File: src/rtl/tdm_demux4.sv
// tdm_demux4: receive side of an N_CH-slot TDM link.
// Locks to the slot-0 sync marker, gathers one sample per slot into shadow
// registers and publishes the completed frame on y with a one-clock
// frame_valid pulse. Framing violations drop the partial frame and pulse
// sync_err.
module tdm_demux4 #(
    parameter int N_CH = 4
) (
    input  logic                       clk,
    input  logic                       reset_n,
    input  logic                       din,
    input  logic                       sync,
    input  logic                       en,
    output logic [N_CH-1:0]            y,
    output logic [$clog2(N_CH)-1:0]    sel,
    output logic                       frame_valid,
    output logic                       locked,
    output logic                       sync_err
);

    localparam int SEL_W = $clog2(N_CH);

    typedef enum logic {
        HUNT   = 1'b0,
        LOCKED = 1'b1
    } state_t;

    // The last slot is never stored: it goes straight from din into y on
    // the edge that completes the frame, so only N_CH-1 shadow bits exist.
    state_t            state_q, state_d;
    logic [SEL_W-1:0]  sel_q, sel_d;
    logic [N_CH-2:0]   shadow_q, shadow_d;
    logic [N_CH-1:0]   y_q, y_d;
    logic              frame_valid_q, frame_valid_d;
    logic              sync_err_q, sync_err_d;

    // Framing state machine: next state, slot index, shadow writes and the
    // one-cycle pulses, all evaluated only on enabled samples.
    always_comb begin
        state_d       = state_q;
        sel_d         = sel_q;
        shadow_d      = shadow_q;
        y_d           = y_q;
        frame_valid_d = 1'b0;
        sync_err_d    = 1'b0;

        if (en) begin
            unique case (state_q)
                HUNT: begin
                    if (sync) begin
                        shadow_d[0] = din;
                        sel_d       = SEL_W'(1);
                        state_d     = LOCKED;
                    end
                end
                LOCKED: begin
                    if (sync) begin
                        // A sync anywhere but slot 0 restarts the frame here;
                        // the half-built frame is abandoned without touching y.
                        if (sel_q != '0) begin
                            sync_err_d = 1'b1;
                        end
                        shadow_d[0] = din;
                        sel_d       = SEL_W'(1);
                    end else if (sel_q == '0) begin
                        // Slot 0 arrived without its marker: lost framing.
                        sync_err_d = 1'b1;
                        state_d    = HUNT;
                    end else if (sel_q == SEL_W'(N_CH - 1)) begin
                        y_d           = {din, shadow_q};
                        frame_valid_d = 1'b1;
                        sel_d         = '0;
                    end else begin
                        for (int k = 1; k < N_CH - 1; k++) begin
                            if (sel_q == SEL_W'(k)) begin
                                shadow_d[k] = din;
                            end
                        end
                        sel_d = sel_q + SEL_W'(1);
                    end
                end
                default: begin
                    state_d = HUNT;
                end
            endcase
        end
    end

    // State register with synchronous active-low reset clearing everything.
    always_ff @(posedge clk) begin
        if (!reset_n) begin
            state_q       <= HUNT;
            sel_q         <= '0;
            shadow_q      <= '0;
            y_q           <= '0;
            frame_valid_q <= 1'b0;
            sync_err_q    <= 1'b0;
        end else begin
            state_q       <= state_d;
            sel_q         <= sel_d;
            shadow_q      <= shadow_d;
            y_q           <= y_d;
            frame_valid_q <= frame_valid_d;
            sync_err_q    <= sync_err_d;
        end
    end

    assign y           = y_q;
    assign sel         = sel_q;
    assign frame_valid = frame_valid_q;
    assign sync_err    = sync_err_q;
    assign locked      = (state_q == LOCKED);

endmodule

File: config.mk
export PLATFORM = sky130hd
export DESIGN_NAME = tdm_demux4
export DESIGN_NICKNAME = d
export VERILOG_FILES = /design/src/rtl/tdm_demux4.sv
export SDC_FILE = /design/constraint.sdc
export NUM_CORES = 1
export LEC_CHECK = 0
export CORE_AREA = 5 5 42 44
export DETAILED_ROUTE_END_ITERATION = 12
export DIE_AREA = 0 0 47 49
export PLACE_DENSITY = 0.76
export SLEW_MARGIN = 20
export SYNTH_ARGS = -nofsm -noshare
export SYNTH_HDL_FRONTEND = slang
export SYNTH_SLANG_ARGS = --single-unit
export TNS_END_PERCENT = 20
File: constraint.sdc
create_clock -name clk -period 3.5 [get_ports clk]
set_clock_uncertainty 0.15 [all_clocks]
set_input_delay 0.7 -clock clk [delete_from_list [all_inputs] [get_ports clk]]
set_output_delay 0.7 -clock clk [all_outputs]
set_load 0.1 [all_outputs]
# Yosys cells after proc, flatten, opt, wreduce, memory -nomap -nowiden
# Index checks and enable logic that the tools add are counted.
# totals
wordCells	43
register_bits	12
output_inout_bits	9
# op_classes
addsub	1
n_mux	14
n_reduce_logical	9
bitwise	6
eq_ne	5
# op_table
operator	count
AND reduction 6 bit	2
2-to-1 mux 1 bit	8
2-to-1 mux 2 bit	4
NOT 1 bit	6
AND reduction 3 bit	2
AND reduction 5 bit	1
OR reduction 5 bit	1
== test 2 bit (second input constant)	2
case mux 2 bit (2 select lines)	1
!= test 3 bit (second input constant)	1
adder 2 x 1 -> 2 bit (second input constant)	1
== test 2 x 1 -> 1 bit (second input constant)	1
logical NOT 2 bit	1
!= test 2 bit (second input constant)	1
case mux 1 bit (2 select lines)	1
AND reduction 2 bit	1
nonzero test 2 bit	1

# Depth between registers and ports, before layout
# Gate-level depths: netlist of the first run.
# depth
word_depth	5
depth_mapped	7
ltp_nobuf	7

# Least setup slack after synthesis of the first run
# No wires, ideal clock.
# synth_path
kind	reg2reg
from	register sel_q[0] (netlist: sel[0])
to	register y_q[0] (netlist: y[0])
t_required_ns	3.230
path_slack_ns	1.115
n_path_buf	0
synth_period_minus_slack_ns	2.385
stages_incl_launch_ff	8
t_arrival_ns	2.115
setup_ns	0.120
cell_sequence	dfxtp_1 inv_1 ha_1 inv_1 ha_1 nand4_2 mux2i_1 nor2b_1
# synth_between
elab_chain_cells	3
word_cells_on_any_way	4
# synth_lines
element	line_no	text
start, declared	31	logic [SEL_W-1:0] sel_q, sel_d;
start signal, assigned	100	sel_q <= sel_d;
logical NOT 2 bit	65	end else if (sel_q == '0) begin
NOT 1 bit (no source line)	n/a	
AND reduction 5 bit (no source line) (*)	n/a	
end signal, assigned	102	y_q <= y_d;
end, declared	33	logic [N_CH-1:0] y_q, y_d;
# Every way passes the cells marked *; elsewhere a longest branch is shown, timed or not.
# A chain may end at the register's enable or synchronous reset.

# Worst setup path in the final report of the first run
# layout_path
from	input port sync
to	register y_q[1] (netlist: y[1])
# layout_between
elab_chain_cells	2
# layout_lines
element	line_no	text
start, declared	12	input logic sync,
NOT 1 bit (no source line)	n/a	
AND reduction 5 bit (no source line)	n/a	
# Every way passes these cells.

==> results of run 1 <==
==> cells by family after synthesis <==
logic type      count (synthesis)  share of synthesized area, %
compound gates                  4                         5.284
fa+ha+maj                       6                         12.68
buf+inv                         6                         4.016
flops                          12                         40.59
mux                             8                         13.53
simple gates                   25                         23.89
==> stage by stage <==
step                hold WS (ns)  setup slack, ns  total power, mW  cell area (um2)  instances
finish                    0.3046            1.462           0.2662            737.0         92
global route              0.3327            1.404           0.2819            737.0         92
CTS                       0.3059            1.447           0.2677            737.0         92
detailed placement        0.2954            1.171           0.1866            714.4         89
global placement          0.2957            1.224           0.1859            714.4         89
floorplan                 0.2844            1.115           0.1732            591.8         61
==> sequential cells by signal, summed over array words and instances, names as in the netlist <==
register	count
frame_valid	1
locked	1
sync_err	1
y	4
shadow_q	3
sel	2
==> placed cells by master, fill, tap and decap left out, drive strengths merged <==
cell type	count
and4b	1
o21ai	1
clkbuf	3
ha	6
nand2b	1
nand4	2
mux2i	8
nand2	11
inv	5
buf	9
nand3	2
or2b	1
nor2	2
dfxtp	12
nor2b	4
nor4b	1
a21boi	3
clkdlybuf4s50	4
==> worst min-delay path by stage <==
stage / to / depth (start not counted)
2_1_floorplan: shadow_q[0] / 2
3_3_place_gp: shadow_q[0] / 2
3_5_place_dp: shadow_q[0] / 2
4_1_cts: shadow_q[0] / 2
5_1_grt: shadow_q[0] / 2
6_report: shadow_q[0] / 2
==> cell type report <==
| cell class | instances | area (um2) | area share, % |
|---|---|---|---|
| multi-input combinational | 43 | 327.8 | 44.48 |
| sequential | 12 | 240.2 | 32.60 |
| timing repair buffer | 13 | 107.6 | 14.60 |
| clock buffer | 3 | 22.52 | 3.056 |
| tap | 16 | 20.02 | 2.716 |
| inverter | 5 | 18.77 | 2.547 |
==> synthesized netlist by cell type <==
library cell,count
nor2b_1,4
inv_1,5
a21boi_2,1
nand3_1,2
mux2i_1,8
nand2b_1,1
buf_2,1
and4b_1,1
nand2_1,11
or2b_1,1
nand4_2,1
o21ai_1,1
nor2_1,2
nand4_1,1
nor4b_2,1
dfxtp_1,12
a21boi_1,2
ha_1,6
==> tightest hold or removal path: stages (launching register included) <==
cell      delay (ns)
dfxtp_1         0.31
nand2_1         0.05
a21boi_1        0.05
==> power by group through the flow <==
stage	sequential (mW)	combinational [mW]	clock (mW)
floorplan	0.158	0.0149	0
global placement	0.145	0.0405	0
detailed placement	0.145	0.0412	0
CTS	0.142	0.0414	0.0841
global route	0.143	0.0450	0.0941
finish	0.142	0.0412	0.0828
==> layer usage <==
| layer | global-route usage [%] | share of wire, % |
|---|---|---|
| met1 | 12.64 | 42 |
| met3 | 4.428 | 6.2 |
| met4 | 5.530 | 1.5 |
| met5 | 0 | 0 |
| met2 | 17.42 | 50 |
==> flow_metrics.tcl, run 1 <==
set metrics [dict create \
    finish.net_count 89 \
    drt_pre_antenna_iters 4 \
    cts_tree "yes" \
    comb_power_share_pct 15.5 \
    path_class "in -> reg" \
    drive_gt1_share_pct 19.74 \
    power_switching_mw 0.07344 \
    number_of_top_level_pins 14 \
    remaining_drc_errors 0 \
    clock_tree.buffer_depth 2 \
    cp.arrival_ns 2.05 \
    numCtsBuffers 3 \
    synth.largest_area_cell "dfxtp_1" \
    min_period_ns 2.038 \
    timing.max_slew.rel_slack_pct 73.68 \
    hold_path_startpoint "shadow_q[0]" \
    globalRoute.totalOverflow 0 \
    post-synth-top-area-fraction_pct 40.59 \
    placement.io_buffers 13 \
    clock-sinks 12 \
    ff2ff_setup_slack_ns 1.78 \
    post_drt_via_cell_ratio 5.076 \
    power.internal_mw 0.1927 \
    final_core_utilization_pct 52.59 \
    seq_power_share_pct 53.4 \
    worstSetupPathDepth 6 \
    timing.critical_path.to "y[1]" \
    cts_hold_repair.buffers 0 \
    cp_max_fo 6 \
    slew_viol_final 0 \
    antenna_cells_inserted 0 \
    antenna_left 0 \
    synth_area_um2 591.8 \
    grtUsageTotal_pct 11.16 \
    grt_setup_unrepaired "false" \
    timing_worst_slew_pin_value_ns 0.3935 \
    routed_wire_length_per_instance_um 11.71 \
    power.leakage_nw 0.3635 \
    number_of_resized_instances_in_the_post_cts_repair_step 0 \
    grt_first_pass_wirelength_um 1869 \
    clkTransAtPathRegs_ns 0.07 \
    cap_viol_max_count 0 \
    fp.coreArea_um2 1401 \
    syn-instance-count 61 \
    vias_in_the_first_global_route 465 \
    nFillCells 143 \
    finalSetupViolations 0 \
    worstPathCellList "clkdlybuf4s50_1 > inv_1 > ha_1 > nand4_2 > mux2i_1 > nor2b_1" \
    pin_count_of_the_biggest_net_entering_global_routing 15 \
    timing.rr.start "sel[0]" \
    path_buf_inv 2 \
    worstReg2RegEnd "y[1]" \
    postRouteWirelength_um 1077 \
    synth.distinct_cells 18 \
    synth_fp_nets 72 \
    status "completed" \
    die-width_um 47 \
    synth_seq_cells 12 \
    post_cts_setup_bufs 0 \
    floorplan.rows 14 \
    synth_area_leaders "dfxtp_1 (41%), mux2i_1 (14%), ha_1 (13%)" \
    synth_seq_area_share_pct 40.59 \
    detailed_place_hpwl_um 850 \
    final_min_period_over_clock_period_pct 58.23 \
    initial_core_util_pct 42.23 \
    p_per_area_nw_per_um2 361.2 \
    worst_path_dominant_cell_family "buffers and inverters" \
    worst_setup_path_start_kind "primary input" \
    p_sw_share_pct 27.59 \
    initialDrtViolationCount 3 \
    cpPeakStageDelay_ns 0.57 \
    timing.critical_path.slowest_stage_cell "clkdlybuf4s50_1" \
    irDropWorstVdd_v 0.0002511 \
    die_area_um2 2303 \
    worst_setup_path_end_kind "flop" \
    htree_num_levels 1 \
    count_of_endpoints_failing_hold_in_the_final_timing_report 0 \
    clkLatencyLatePin_ns 0.27 \
    worstSetupStartpoint "sync" \
    gp_congestion 0.8197 \
    clock_root_cell "clkbuf_4" \
    ff2ff_path_depth 7 \
    share_clk_of_total_power_pct 31.1 \
    dr_total_vias 467 \
    hold_path.class "reg -> reg" \
    antenna_found_initial 0 \
    setup_total_negative_slack_ns 0 \
    area_growth_from_synthesis_to_final_layout_pct 24.52 \
    die_height_um 49 \
    worst_ep_required_time_ns 3.51 \
    clock.fmax_mhz 490.7 \
    yosysWarningCount 0 \
    synthesis.area_per_instance_um2 9.702 \
]
No activity file was read; power rests on OpenSTA's default activity.
==> run 2, diff against run 1 <==
==> constraint.sdc (replaced) <==
create_clock -name clk -period 1.97 [get_ports clk]
set_clock_uncertainty 0.15 [all_clocks]
set_input_delay 0.394 -clock clk [delete_from_list [all_inputs] [get_ports clk]]
set_output_delay 0.394 -clock clk [all_outputs]
set_load 0.1 [all_outputs]
==> flow_metrics.tcl, run 2 (same netlist as run 1, synthesis figures left out) <==
set metrics [dict create \
    initial_core_util_pct 42.23 \
    gp_congestion 0.8655 \
    globalRoute.totalOverflow 0 \
    drt_pre_antenna_iters 1 \
    worstPathCellList "inv_1 > ha_1 > inv_1 > ha_1 > nand4_2 > mux2i_1 > nor2b_1" \
    fin_hold_ws_ns 0.3144 \
    grt_setup_unrepaired "false" \
    timing.critical_path.slowest_stage_cell "dfxtp_4" \
    grt_first_pass_wirelength_um 2118 \
    worst_ep_required_time_ns 1.99 \
    cp.arrival_ns 1.66 \
    postPlaceCellArea_um2 847.1 \
    vias_in_the_first_global_route 479 \
    cts_hold_repair.buffers 0 \
    most_common_library_cell_in_the_layout_ignoring_fill_and_taps "nand2_1" \
    worst_setup_path_end_kind "flop" \
    antenna_left 0 \
    number_of_top_level_pins 14 \
    routed_wire_length_per_instance_um 12.41 \
    power.leakage_nw 0.4009 \
    flip_flop_count_of_the_largest_register_all_copies_and_words_added 4 \
    fp.coreArea_um2 1401 \
    post_drt_via_cell_ratio 4.916 \
    cts_tree "yes" \
    area_growth_from_synthesis_to_final_layout_pct 47.57 \
    timing.rr.start "sel[0]" \
    final_min_period_over_clock_period_pct 83.28 \
    power_switching_mw 0.1409 \
    antenna_cells_inserted 0 \
    wl_met3_um 50 \
    share_clk_of_total_power_pct 32.4 \
    numCtsBuffers 3 \
    clock.fmax_mhz 609.5 \
    setup_total_negative_slack_ns 0 \
    finalSetupViolations 0 \
    layout.cell_area.non_filler_um2 873.3 \
    power.internal_mw 0.3608 \
    comb_power_share_pct 16.8 \
    dr_total_vias 467 \
    total_power_after_layout_mw 0.5017 \
    postRouteWirelength_um 1179 \
    clock_tree.buffer_depth 2 \
    path_class "reg -> reg" \
    ff2ff_path_depth 7 \
    hold_path.class "reg -> reg" \
    count_of_endpoints_failing_hold_in_the_final_timing_report 0 \
    pin_count_of_the_biggest_net_entering_global_routing 12 \
    commonest_non_fill_non_tap_cells_in_the_layout "nand2_1 (11), dfxtp_1 (10), buf_12 (9)" \
    remaining_drc_errors 0 \
    clkTransAtPathRegs_ns 0.08 \
    ff2ff_setup_slack_ns 0.33 \
    p_sw_share_pct 28.08 \
    initialDrtViolationCount 0 \
    timing_worst_slew_pin_value_ns 0.3430 \
    status "completed" \
    slew_viol_final 0 \
    drive_gt1_share_pct 24.05 \
    detailed_place_hpwl_um 946.4 \
    topRoutingLayerUsed "met4" \
    min_period_ns 1.641 \
    nFillCells 125 \
    antenna_found_initial 0 \
    worstReg2RegEnd "y[2]" \
    cpPeakStageDelay_ns 0.40 \
    irDropWorstVdd_v 0.0003769 \
    number_of_resized_instances_in_the_post_cts_repair_step 0 \
    register_area_um2 245.2 \
    placement.setup.worst_slack_ns 0.05929 \
    clock-sinks 12 \
    min_delay_path_depth 2 \
    finish.net_count 91 \
    post_cts_setup_bufs 0 \
    placement.io_buffers 13 \
    clock_root_cell "clkbuf_4" \
    final_core_utilization_pct 62.32 \
    worst_setup_path_start_kind "flop" \
    fin_ws_ns 0.3294 \
    floorplan.rows 14 \
    die-width_um 47 \
    timing.max_slew.rel_slack_pct 77.11 \
    detail_route.wirelength.met1_um 512 \
    placed_cells 91 \
    die_area_um2 2303 \
    die_height_um 49 \
    sum_of_met2_wire_segment_lengths_after_detailed_routing_um 568 \
    cap_viol_max_count 0 \
    htree_num_levels 1 \
    seq_power_share_pct 50.8 \
    timing.critical_path.to "y[2]" \
    clkLatencyLatePin_ns 0.28 \
    grtUsageTotal_pct 13.14 \
    multiInputGateArea_um2 327.8 \
    worstSetupStartpoint "sel[0]" \
    final_cells 95 \
    cp_max_fo 6 \
    p_per_area_nw_per_um2 574.5 \
]
## run 2: cell types whose count changed in the layout (fill, tap and decap cells not counted)
cell	before	now
buf_12	0	9
buf_4	9	2
clkbuf_1	0	1
dfxtp_1	12	10
dfxtp_2	0	1
dfxtp_4	0	1
## run 2: cell type report
type,count,area share [%]
flip-flops and latches,12,28.08
repair buffers,15,26.93
well taps,16,2.292
inverters,5,2.149
multi-input cells,43,37.54
clock buffers,4,3.009
## run 2: power groups by stage
stage | Clock (mW) | Combinational [mW] | Sequential, mW
final | 0.163 | 0.0842 | 0.255
after global routing | 0.185 | 0.0905 | 0.256
after CTS | 0.165 | 0.0847 | 0.255
after detailed placement | 0 | 0.0845 | 0.260
after global placement | 0 | 0.0830 | 0.260
after floorplan | 0 | 0.0263 | 0.281
## run 2: worst min path at each step
stage | start | endpoint | slack, ns
global placement | shadow_q[1] | shadow_q[1] | 0.30
CTS | shadow_q[2] | shadow_q[2] | 0.32
floorplan | shadow_q[0] | shadow_q[0] | 0.28
global route | shadow_q[1] | shadow_q[1] | 0.35
finish | shadow_q[2] | shadow_q[2] | 0.31
detailed placement | shadow_q[2] | shadow_q[2] | 0.31
## run 2: routing by layer
| layer | vias up | GRT usage [%] |
|---|---|---|
| li1 | 239 | - |
| met1 | 212 | 16.22 |
| met2 | 11 | 17.87 |
| met3 | 5 | 4.797 |
| met4 | 0 | 9.677 |
| met5 | - | 0 |
## run 2: worst max-delay path, delay by kind of cell (launching register included)
kind | cells | cell delay (ns)
mux | 1 | 0.23
fa+ha+maj | 2 | 0.36
flops | 1 | 0.40
simple gates | 2 | 0.25
buf+inv | 2 | 0.14
==> run 3, diff against run 2 <==
==> constraint.sdc (replaced) <==
create_clock -name clk -period 1.65 [get_ports clk]
set_clock_uncertainty 0.15 [all_clocks]
set_input_delay 0.33 -clock clk [delete_from_list [all_inputs] [get_ports clk]]
set_output_delay 0.33 -clock clk [all_outputs]
set_load 0.1 [all_outputs]
==> flow_metrics.tcl, run 3 (same netlist as run 1, synthesis figures left out) <==
set metrics [dict create \
    clkTransAtPathRegs_ns 0.09 \
    worst_ep_required_time_ns 1.66 \
    number_of_resized_instances_in_the_post_cts_repair_step 0 \
    pin_count_of_the_biggest_net_entering_global_routing 10 \
    floorplan.rows 14 \
    grt_setup_unrepaired "false" \
    detailed_place_hpwl_um 999.6 \
    timing.rr.start "sel[0]" \
    die_area_um2 2303 \
    final_min_period_over_clock_period_pct 93.42 \
    fp.coreArea_um2 1401 \
    drt_pre_antenna_iters 4 \
    placement.setup.worst_slack_ns -0.09001 \
    power.leakage_nw 0.4134 \
    p_per_area_nw_per_um2 701.8 \
    comb_power_share_pct 16.8 \
    fin_ws_ns 0.1085 \
    antenna_cells_inserted 0 \
    remaining_drc_errors 0 \
    hold_path_startpoint "shadow_q[0]" \
    path_class "reg -> reg" \
    commonest_non_fill_non_tap_cells_in_the_layout "nand2_1 (11), dfxtp_1 (9), buf_12 (9)" \
    area_growth_from_synthesis_to_final_layout_pct 57.29 \
    grt_first_pass_wirelength_um 2125 \
    power_switching_mw 0.1778 \
    clock_tree.buffer_depth 2 \
    nFillCells 113 \
    hold_path.class "reg -> reg" \
    antenna_left 0 \
    seq_power_share_pct 46.5 \
    vias_in_the_first_global_route 478 \
    ff2ff_setup_slack_ns 0.11 \
    flip_flop_count_of_the_largest_register_all_copies_and_words_added 4 \
    dr_total_vias 470 \
    timing_worst_slew_pin_value_ns 0.2310 \
    worst_hold_path.endpoint "shadow_q[0]" \
    slew_viol_final 0 \
    post_drt_via_cell_ratio 4.845 \
    postRouteWirelength_um 1267 \
    setup_total_negative_slack_ns 0 \
    cap_viol_max_count 0 \
    htree_num_levels 1 \
    status "completed" \
    routed_wire_length_per_instance_um 13.06 \
    clock_root_cell "clkbuf_4" \
    post_cts_setup_bufs 0 \
    drive_gt1_share_pct 33.33 \
    placed_cells 93 \
    most_common_library_cell_in_the_layout_ignoring_fill_and_taps "nand2_1" \
    register_area_um2 249.0 \
    timing.max_slew.rel_slack_pct 84.55 \
    worst_setup_path_start_kind "flop" \
    total_power_after_layout_mw 0.6533 \
    min_period_ns 1.541 \
    irDropWorstVdd_v 0.0003799 \
    count_of_endpoints_failing_hold_in_the_final_timing_report 0 \
    cp_max_fo 6 \
    gp_congestion 0.7672 \
    finish.net_count 93 \
    numCtsBuffers 3 \
    clkLatencyLatePin_ns 0.27 \
    globalRoute.totalOverflow 0 \
    number_of_top_level_pins 14 \
    initialDrtViolationCount 7 \
    die_height_um 49 \
    fin_hold_ws_ns 0.3168 \
    power.internal_mw 0.4755 \
    share_clk_of_total_power_pct 36.6 \
    worst_setup_path_end_kind "flop" \
    ff2ff_path_depth 7 \
    worstReg2RegEnd "y[2]" \
    clock.fmax_mhz 648.7 \
    grtUsageTotal_pct 12.86 \
    placement.io_buffers 13 \
    p_sw_share_pct 27.21 \
    die-width_um 47 \
    clock-sinks 12 \
    finalSetupViolations 0 \
    multiInputGateArea_um2 351.6 \
    cp.arrival_ns 1.55 \
    cts_hold_repair.buffers 0 \
    cts_tree "yes" \
    final_cells 97 \
    initial_core_util_pct 42.23 \
    min_delay_path_depth 2 \
    antenna_found_initial 0 \
]
-- run 3: changes by cell type in the layout (fill, tap and decap cells not counted) --
cell / change
dfxtp_1: -1
inv_1: -2
clkbuf_1: -1
inv_4: +2
ha_2: +1
nand4_4: +1
dfxtp_4: +1
ha_4: +1
ha_1: -2
nand4_2: -1
clkbuf_8: +1
buf_4: +2
-- run 3: final cells by class --
class                           instances  area share, %
Inverter                                5          2.554
Tap cell                               16          2.151
Sequential cell                        12          26.75
Clock buffer                            4          3.898
Multi-Input combinational cell         43          37.77
Timing Repair Buffer                   17          26.88
-- run 3: power groups by stage --
stage / clock network (mW) / registers (mW) / logic [mW]
floorplan: 0 / 0.336 / 0.0352
global placement: 0 / 0.311 / 0.107
detailed placement: 0 / 0.311 / 0.110
CTS: 0.239 / 0.304 / 0.111
global route: 0.253 / 0.305 / 0.118
finish: 0.239 / 0.304 / 0.110
-- run 3: worst max-delay path, cell delays in order, from the launching register on --
cell	delay [ns]
dfxtp_4	0.41
inv_4	0.06
ha_4	0.16
inv_1	0.05
ha_2	0.18
nand4_4	0.13
mux2i_1	0.22
nor2b_1	0.07
-- run 3: routing by layer --
metal	vias to the layer above	wire length (um)	track usage, %
li1	243	-	-
met1	216	529	15.11
met2	9	676	20.81
met3	2	46	3.690
met4	0	16	5.530
met5	-	0	0
-- run 3: worst max path at each step --
stage / from / endpoint / slack (ns)
floorplan: sel[0] / y[0] / 0.006
finish: sel[0] / y[2] / 0.11
detailed placement: sync / y[3] / -0.09
CTS: sel[0] / y[2] / 0.10
global placement: sync / y[1] / -0.04
global route: sel[0] / y[3] / 0.07
-- run 3: stage by stage --
stage,instance area (um2),utilization [%]
after floorplan,629.4,-
after global placement,894.6,63.84
after detailed placement,894.6,63.84
after CTS,930.9,66.43
after global routing,930.9,66.43
final,930.9,66.43
